File: src/rtl/sqrt_unit_if.sv
// Operand/result bundle between the divider output and the square-root stage.
interface sqrt_unit_if #(
  parameter int IN_W  = 20,
  parameter int OUT_W = 16
);
  logic             in_valid;
  logic [IN_W-1:0]  in_data;
  logic             out_valid;
  logic [OUT_W-1:0] out_data;
  logic             busy;

  modport master (
    output in_valid, in_data,
    input  out_valid, out_data, busy
  );

  modport slave (
    input  in_valid, in_data,
    output out_valid, out_data, busy
  );
endinterface

File: src/rtl/sqrt_unit.sv
// Fixed-point restoring square root, one root bit per cycle, no backpressure (busy drops operands).
// Latency 17 cycles from acceptance; SQRT_ROUND_EN selects round-to-nearest with one extra cycle.
module sqrt_unit #(
  parameter int IN_W   = 20,
  parameter int FRAC_W = 11
) (
  input  logic        clk,
  input  logic        rst,
  sqrt_unit_if.slave  bus
);
  localparam int OUT_W = (IN_W + FRAC_W + 1) / 2;
`ifdef SQRT_ROUND_EN
  localparam int RND = 1;
`else
  localparam int RND = 0;
`endif
  // One extra root bit (two extra radicand bits) carries the rounding information.
  localparam int ROOT_W = OUT_W + RND;
  localparam int RAD_W  = 2 * ROOT_W;
  localparam int REM_W  = ROOT_W + 2;
  localparam int CNT_W  = $clog2(ROOT_W);

  typedef enum logic [1:0] {S_IDLE, S_CALC, S_DONE} state_t;

  state_t             r_state;
  logic               r_armed;
  logic [RAD_W-1:0]   r_rad;
  logic [REM_W-1:0]   r_rem;
  logic [ROOT_W-1:0]  r_root;
  logic [CNT_W-1:0]   r_cnt;
  logic               r_out_valid;
  logic [OUT_W-1:0]   r_out_data;
  logic               r_busy;

  logic [REM_W-1:0]   w_rem_sh;
  logic [REM_W-1:0]   w_trial;
  logic               w_ge;
  logic [REM_W-1:0]   w_rem_nxt;
  logic [ROOT_W-1:0]  w_root_nxt;
  logic [OUT_W-1:0]   w_result;

  // Remainder headroom is bounded by 2*root+1, so the bits shifted out are always zero.
  assign w_rem_sh   = REM_W'({r_rem, r_rad[RAD_W-1 -: 2]});
  assign w_trial    = {r_root, 2'b01};
  assign w_ge       = (w_rem_sh >= w_trial);
  assign w_rem_nxt  = w_ge ? (w_rem_sh - w_trial) : w_rem_sh;
  assign w_root_nxt = ROOT_W'({r_root, w_ge});

`ifdef SQRT_ROUND_EN
  assign w_result = OUT_W'((w_root_nxt + ROOT_W'(1)) >> 1);
`else
  assign w_result = w_root_nxt;
`endif

  always_ff @(posedge clk) begin
    if (rst) begin
      r_state     <= S_IDLE;
      r_armed     <= 1'b1;
      r_rad       <= '0;
      r_rem       <= '0;
      r_root      <= '0;
      r_cnt       <= '0;
      r_out_valid <= 1'b0;
      r_out_data  <= '0;
      r_busy      <= 1'b0;
    end else begin
      r_out_valid <= 1'b0;
      if (!bus.in_valid) r_armed <= 1'b1;

      case (r_state)
        S_IDLE: begin
          if (bus.in_valid && r_armed) begin
            r_armed <= 1'b0;
            r_rad   <= RAD_W'(bus.in_data) << (FRAC_W + 2 * RND);
            r_rem   <= '0;
            r_root  <= '0;
            r_cnt   <= CNT_W'(ROOT_W - 1);
            r_busy  <= 1'b1;
            r_state <= S_CALC;
          end
        end

        S_CALC: begin
          r_rad  <= {r_rad[RAD_W-3:0], 2'b00};
          r_rem  <= w_rem_nxt;
          r_root <= w_root_nxt;
          r_cnt  <= r_cnt - CNT_W'(1);
          // Result registers load with the final iteration so out_valid coincides with DONE.
          if (r_cnt == '0) begin
            r_state     <= S_DONE;
            r_out_valid <= 1'b1;
            r_out_data  <= w_result;
          end
        end

        S_DONE: begin
          r_busy  <= 1'b0;
          r_state <= S_IDLE;
        end

        default: r_state <= S_IDLE;
      endcase
    end
  end

  assign bus.out_valid = r_out_valid;
  assign bus.out_data  = r_out_data;
  assign bus.busy      = r_busy;
endmodule

File: src/flat_wrapper.sv
// flat-port wrapper written by rule: the top's interface ports become plain ports
module sqrt_unit_flat 
#(
  parameter int IN_W   = 20,
  parameter int FRAC_W = 11
)
  (clk, rst, bus_in_valid, bus_in_data, bus_out_valid, bus_out_data, bus_busy);
  sqrt_unit_if #(.IN_W(IN_W), .OUT_W((16))) bus_i ();
  input  logic clk;
  input  logic rst;
  input wire logic [$bits(bus_i.in_valid)-1:0] bus_in_valid;
  input wire logic [$bits(bus_i.in_data)-1:0] bus_in_data;
  output wire logic [$bits(bus_i.out_valid)-1:0] bus_out_valid;
  output wire logic [$bits(bus_i.out_data)-1:0] bus_out_data;
  output wire logic [$bits(bus_i.busy)-1:0] bus_busy;
  assign bus_i.in_valid = bus_in_valid;
  assign bus_i.in_data = bus_in_data;
  assign bus_out_valid = bus_i.out_valid;
  assign bus_out_data = bus_i.out_data;
  assign bus_busy = bus_i.busy;
  sqrt_unit #(.IN_W(IN_W), .FRAC_W(FRAC_W)) u_core (.clk(clk), .rst(rst), .bus(bus_i));
endmodule
File: config.mk
export PLATFORM = sky130hd
export DESIGN_NAME = sqrt_unit_flat
export DESIGN_NICKNAME = d
export VERILOG_FILES = /design/src/rtl/sqrt_unit_if.sv /design/src/rtl/sqrt_unit.sv /design/src/flat_wrapper.sv
export SDC_FILE = /design/constraint.sdc
export NUM_CORES = 1
export LEC_CHECK = 0
export ABC_AREA = 1
export BUFFER_PORTS_ARGS = -buffer_cell sky130_fd_sc_hd__buf_2
export CAP_MARGIN = 20
export CORE_UTILIZATION = 54
export DETAILED_ROUTE_END_ITERATION = 12
export PLACE_DENSITY = 0.84
export SLEW_MARGIN = 20
export SYNTH_ARGS = -nofsm -noshare
export SYNTH_HDL_FRONTEND = slang
export SYNTH_SLANG_ARGS = --single-unit
File: constraint.sdc
create_clock -name clk -period 1.8 [get_ports clk]
set_input_delay 0.54 -clock clk [delete_from_list [all_inputs] [get_ports clk]]
set_output_delay 0.54 -clock clk [all_outputs]
set_load 0.02 [all_outputs]
==> impl_metrics.toml, run 1 <==
[sta]
finalCriticalPeriod_ps = 1938
slew-limit-headroom = 0.6909
fmax_ghz = 0.5159
finalSetupViolations = 16
rsz0062_at_grt = "yes"
layout_setup_ws_ps = -138.3
report.final.slew_viol_count = 0
skew_ps = 10.92
hold_viol_final = 0
timing.final.crit_share = 1.077
worst_pin_slew_ps = 463.7

[clock_network]
cts_root_buf = "clkbuf_8"
clock_latency_ps = 360
cts_tree = "built"
cts_buffers = 9
cts_buffer_depth = 2
hold_buffers = 0
clkTransAtPathRegs_ps = 80
numClockSinks = 78
cts.htree.levels = 3

[cells_and_area]
fillCellCount = 497
drive_gt1_frac = 0.4003
n_antenna_cell = 0
postLayoutCoreUtil = 0.7571
nets = 764
syn2layout_area_growth_pct = 35.34

[logic_synthesis]
ys_seq_elements = 78
synth_edf_count = 0
ys_top_cells_by_area = "dfxtp_1 36%, nand2_1 17%, inv_1 5.8%"
post-synth-top-count-cell = "nand2_1"
ys.flop_type = "dfxtp_1"
synthesis.nets = 664
yosysSeqAreaShare = 0.3612
synth.largest_area_cell = "dfxtp_1"
syn_area_mm2 = 0.004323
synthTopCellsByCount = "194 x nand2_1, 78 x dfxtp_1, 67 x inv_1, 41 x nand3_1, 37 x a21oi_1"
synth_top_area_frac = 0.3612
avgSynthCellArea_um2 = 6.950
synthArstFlopShare = 0
synth_cell_type_count = 34
yosysWarnings = 0
postSynthCellCount = 622

[setup_path]
crit_fanout = 3
cp.arrival_ps = 2160
cp_top_family = "simple AND/OR/NAND/NOR gates"
end_kind = "register"
max_stage_delay_ps = 340
crit_path_start_kind = "register"
crit_chain = "inv_1 -> ha_4 -> buf_4 -> inv_1 -> nor3_2 -> and2_1 -> nand2_2 -> nand3_1 -> nand3_2 -> nand2_1 -> a21oi_1"
cp_slowest_cell = "dfxtp_2"
path_buf_inv = 3
required_ps = 2020
path_common_cell = "inv_1"
path_class = "reg -> reg"

[detailed_routing]
antenna_left = 0
dr.pass1.iters = 5
viasPerCell = 5.828
vias = 4831
avgRoutedWirePerCell_um = 17.19
drc = 0
drtIter0Drc = 525
routed_wirelength_um = 14250

[status]
failed_checks = "setup timing"
status = "complete, but fails checks"

[power]
power_density_mw_per_mm2 = 1698
peakVddDrop_mv = 0.7688
power_mw = 9.936
leakagePower_nw = 2.608

[worst_hold_path]
hp-class = "in -> reg"

[placement]
place_hpwl_um = 8336
place.gp.congestion = 0.9542
portBuffers = 40

[grt]
grt_max_degree = 56
grt_pass1_vias = 4562
gr-usage-all-layers = 0.3205
grt_pass1_wl_um = 21020
antenna_found_initial = 0
grt-ovfl-total = 0

[floorplanning]
die_y_um = 91.47
io_pins = 41
rows = 32
start_util = 0.5594
die_area_mm2 = 0.008367
coreArea_mm2 = 0.007727
die_w_um = 91.47

[run]
max_cap_viol_count = 0
[sequential cells by signal (all words and copies together), names as in the netlist]
signal,count
u_core.r_armed,1
u_core.r_cnt,4
u_core.bus.out_valid,1
u_core.bus.out_data,16
u_core.r_rad,21
u_core.r_state,2
u_core.bus.busy,1
u_core.r_root,16
u_core.r_rem,16
[what timing repair did]
action	in CTS	in global routing
setup endpoints to repair	18	18
pin swaps	20	31
setup buffers	4	12
gates resized for setup	64	64
hold endpoints to repair	0	0
[power by group]
| part | total, mW | internal [mW] | switching [mW] |
|---|---|---|---|
| sequential | 2.09 | 1.92 | 0.170 |
| combinational | 6.56 | 2.62 | 3.94 |
| clock | 1.29 | 0.644 | 0.646 |
| total | 9.94 | 5.18 | 4.76 |
[cell usage in the layout, fill, tap and decap left out, types with 2 or more instances in the layout]
| master | instances |
|---|---|
| inv_2 | 21 |
| nand3_2 | 16 |
| a21oi_1 | 31 |
| buf_4 | 65 |
| dfxtp_2 | 23 |
| inv_1 | 54 |
| nor2_1 | 7 |
| clkbuf_8 | 9 |
| nand4_1 | 4 |
| xnor2_1 | 6 |
| nor2_4 | 9 |
| inv_4 | 3 |
| a21oi_2 | 14 |
| buf_12 | 5 |
| clkbuf_1 | 2 |
| nand3b_1 | 12 |
| nor2_2 | 7 |
| buf_6 | 6 |
| nand3_1 | 33 |
| nand2_2 | 37 |
| xor2_1 | 2 |
| nand3_4 | 3 |
| a31oi_1 | 18 |
| ha_1 | 2 |
| nand2_1 | 167 |
| ha_4 | 16 |
| o21ai_0 | 33 |
| and2_1 | 2 |
| buf_2 | 40 |
| nand2_4 | 8 |
| dfxtp_1 | 55 |
| clkinv_4 | 2 |
| o211ai_1 | 3 |
[per-stage QoR]
stage	TNS, ps	setup WS, ps	hold slack, ps	cells	area (um^2)
5_1_grt	-2093	-186.1	406.4	829	5851
3_3_place_gp	-1357	-102.8	453.9	797	5032
2_1_floorplan	0	29.36	440.1	622	4323
6_report	-841.0	-138.3	409.1	829	5851
3_5_place_dp	-2081	-143.5	456.6	797	5032
4_1_cts	0	1.241	405.5	817	5549
[logic make-up after synthesis]
group,count (synthesis),synth area share
AO/OA/AOI/OAI,104,0.1369
buffers and inverters,105,0.09927
flip-flops,78,0.3612
XOR/XNOR,8,0.01621
adder cells (fa/ha/maj),19,0.05499
AND/OR/NAND/NOR,308,0.3314
[worst reg2reg max path, cell delays in order (launching register included)]
cell,delay (ps)
dfxtp_2,340
inv_1,90
ha_4,300
buf_4,120
inv_1,70
nor3_2,220
and2_1,170
nand2_2,80
nand3_1,140
nand3_2,100
nand2_1,90
a21oi_1,70
[final cells by class]
| cell class | count | area [um^2] | area share |
|---|---|---|---|
| timing repair buffer | 116 | 855.8 | 0.1463 |
| multi-input combinational | 439 | 2785 | 0.4760 |
| inverter | 78 | 300.3 | 0.05133 |
| clock buffer | 11 | 131.4 | 0.02246 |
| sequential | 78 | 1590 | 0.2718 |
| tap | 102 | 127.6 | 0.02181 |
| clock inverter | 5 | 60.06 | 0.01027 |
[final timing paths]
| path | start | end | slack, ps | cells past startpoint |
|---|---|---|---|---|
| worst max register to register | u_core.r_root[12] | u_core.r_rem[15] | -140 | 11 |
| worst min-delay path | bus_in_valid | u_core.r_armed | 410 | 2 |
| worst min register to register | u_core.r_rad[11] | u_core.r_rad[11] | 470 | 2 |
| worst max-delay path | u_core.r_root[12] | u_core.r_rem[15] | -140 | 11 |
[per-layer routing]
layer	vias to the layer above	share of wire	GRT usage
met5	-	0	0
met2	297	0.49	0.5614
met3	109	0.071	0.06365
met4	0	0.069	0.2156
met1	2225	0.37	0.3472
li1	2200	-	-
Note: power is estimated with default switching activity, not from simulation.
==> inputs of run 2 (changes only) <==
--- a/config.mk
+++ b/config.mk
@@ -5,12 +5,11 @@
 export SDC_FILE = /design/constraint.sdc
 export NUM_CORES = 1
 export LEC_CHECK = 0
-export ABC_AREA = 1
 export BUFFER_PORTS_ARGS = -buffer_cell sky130_fd_sc_hd__buf_2
 export CAP_MARGIN = 20
-export CORE_UTILIZATION = 54
+export CORE_UTILIZATION = 53
 export DETAILED_ROUTE_END_ITERATION = 12
-export PLACE_DENSITY = 0.84
+export PLACE_DENSITY = 0.83
 export SLEW_MARGIN = 20
 export SYNTH_ARGS = -nofsm -noshare
 export SYNTH_HDL_FRONTEND = slang
==> run 2 against run 1 <==
Setup slack worse by 300 ps. Largest cell class unchanged. Critical endpoint is now u_core.r_rem[12]. Area after synthesis fell by 12%. Total power decreased by 16%. Fmax fell by 14%. Combinational power fell by 23%. Clock skew is 1.4 ps lower. Clock power shrank 5%. Synthesized cell count shrank 22%. The flow still finishes with violations (setup timing). Global-route usage fell by 0.37 points. Utilization decreased by 0.59 points. Via count shrank 16%. Sequential share of layout area rose by 3.4 points.
==> impl_metrics.toml, run 2 <==
[detailed_routing]
routed_wirelength_um = 11650
vias = 4048
drc = 0
viasPerCell = 5.858
drtIter0Drc = 280
avgRoutedWirePerCell_um = 16.85
antenna_left = 0
dr.pass1.iters = 8

[grt]
busiest_layer = "met2"
grt-ovfl-total = 0
use_met3 = 0.07014
antenna_found_initial = 0
grt_pass1_vias = 3886
gr-usage-all-layers = 0.3167
grt_pass1_wl_um = 18240
gr-usage-met2 = 0.5526
grt_max_degree = 39
grt_util_met1 = 0.3333

[clock_network]
cts_root_buf = "clkbuf_8"
hold_buffers = 0
cts_tree = "built"
cts.htree.levels = 3
clock_latency_ps = 360
cts_buffers = 9
clkTransAtPathRegs_ps = 80
cts_buffer_depth = 2
numClockSinks = 78

[placement]
place.gp.congestion = 0.9364
placed_cell_area_mm2 = 0.004690
place_hpwl_um = 6832
portBuffers = 40

[cells_and_area]
multi_input_area_mm2 = 0.002313
largest_reg_flops = 21
final_common_cell = "nand2_1"
stdcell_area_mm2 = 0.005160
n_antenna_cell = 0
drive_gt1_frac = 0.3328
nets = 632
seq_area_mm2 = 0.001578
regMostFlops = "u_core.r_rad"
mostFrequentLayoutCells = "109 x nand2_1, 77 x buf_4, 65 x dfxtp_1, 45 x a21oi_1, 41 x buf_2"
fillCellCount = 459
postLayoutCoreUtil = 0.7512
syn2layout_area_growth_pct = 34.90

[power]
peakVddDrop_mv = 1.024
intPower_mw = 5.012
p_switching_mw = 3.306
leakagePower_nw = 2.144
pwr-share-seq = 0.244
power_frac_comb = 0.607
power_mw = 8.319
power_density_mw_per_mm2 = 1612
clkPwrFrac = 0.148
switching_share = 0.3974

[floorplanning]
coreArea_mm2 = 0.006869
start_util = 0.5568
die_w_um = 86.95
die_y_um = 86.95
io_pins = 41
die_area_mm2 = 0.007560
rows = 30

[sta]
fmax_ghz = 0.4460
skew_ps = 9.510
layout_setup_ws_ps = -442.1
timing.final.crit_share = 1.246
hold_viol_final = 0
finalCriticalPeriod_ps = 2242
finalSetupViolations = 18
hold_slack_ps = 372.7
slew-limit-headroom = 0.7022
rsz0062_at_grt = "yes"
report.final.slew_viol_count = 0
worst_pin_slew_ps = 446.7

[logic_synthesis]
postSynthCellCount = 485
ys_seq_elements = 78
post-synth-top-count-cell = "nand2_1"
ys_top_cells_by_area = "dfxtp_1 41%, nand2_1 11%, a21oi_1 6.5%"
ys.flop_type = "dfxtp_1"
synth.largest_area_cell = "dfxtp_1"
avgSynthCellArea_um2 = 7.886
synthTopCellsByCount = "112 x nand2_1, 78 x dfxtp_1, 50 x a21oi_1, 34 x nor2_1, 25 x clkbuf_1"
syn_area_mm2 = 0.003825
yosysWarnings = 0
yosysSeqAreaShare = 0.4082
synth_top_area_frac = 0.4082
synth_cell_type_count = 44
synthArstFlopShare = 0
synthesis.nets = 527
synth_edf_count = 0

[setup_path]
crit_path_start_kind = "register"
required_ps = 2050
path_class = "reg -> reg"
crit_fanout = 5
cp.arrival_ps = 2490
end_kind = "register"

[worst_hold_path]
hp-class = "in -> reg"

[run]
max_cap_viol_count = 0

[status]
failed_checks = "setup timing"
status = "complete, but fails checks"
[run 2: cell type report]
class / instances / area share
clock buffers: 10 / 0.02667
repair buffers: 125 / 0.1705
multi-input cells: 353 / 0.4484
inverters: 23 / 0.01673
well taps: 96 / 0.02328
flip-flops and latches: 78 / 0.3058
clock inverters: 6 / 0.008729
[run 2: what timing repair did]
item                       in CTS  in global routing
setup buffers                  13                  3
setup endpoints to repair      30                 23
cloned                          1                  0
pin swaps                      18                 10
resized for setup              32                 16
hold endpoints to repair        0                  0
[run 2: power by group through the flow]
stage / clock, mW / combinational (mW) / sequential (mW)
after global placement: 0 / 3.56 / 2.05
final: 1.23 / 5.05 / 2.03
after detailed placement: 0 / 3.70 / 2.06
after global routing: 1.31 / 5.33 / 2.05
after floorplan: 0 / 2.70 / 2.06
after CTS: 1.23 / 4.49 / 2.03
[run 2: logic make-up (layout without fill, tap and decap cells)]
group	after synthesis	after routing	synth area share
mux	9	9	0.02355
simple gates	191	191	0.2097
xor+xnor	17	17	0.03893
buf+inv	54	164	0.06117
flops	78	78	0.4082
compound gates	117	117	0.1963
fa+ha+maj	19	19	0.06215
[run 2: per-layer routing]
layer | part of all wire | wire length (um) | vias to the layer above
met4 | 0.067 | 778 | 0
li1 | - | - | 1873
met5 | 0 | 0 | -
met2 | 0.51 | 5889 | 220
met3 | 0.067 | 786 | 82
met1 | 0.36 | 4192 | 1873
[run 2: path summary, 6_finish.rpt]
check	startpoint	cells past startpoint	slack, ps	endpoint
worst min register to register	u_core.bus.out_data[11]	2	460	u_core.bus.out_data[11]
worst max register to register	u_core.r_root[9]	10	-440	u_core.r_rem[12]
worst max-delay path	u_core.r_root[9]	10	-440	u_core.r_rem[12]
worst min-delay path	bus_in_valid	2	370	u_core.r_armed
[run 2: stage by stage]
| step | setup TNS, ps | instances | worst slack (ps) |
|---|---|---|---|
| floorplan | -1237 | 485 | -103.3 |
| global placement | -2604 | 659 | -185.2 |
| detailed placement | -5162 | 659 | -350.5 |
| CTS | -3268 | 689 | -226.4 |
| global route | -7522 | 691 | -483.4 |
| finish | -6938 | 691 | -442.1 |
[run 2: critical path, stage by stage (launching register included)]
cell and delay [ps]:
dfxtp_2 350, inv_2 50, ha_4 300, nand4_1 180, nor4_4 330, nor2_1 110, a41oi_2 210, buf_6 160
buf_2 170, a2bb2oi_1 190, o21ai_1 90
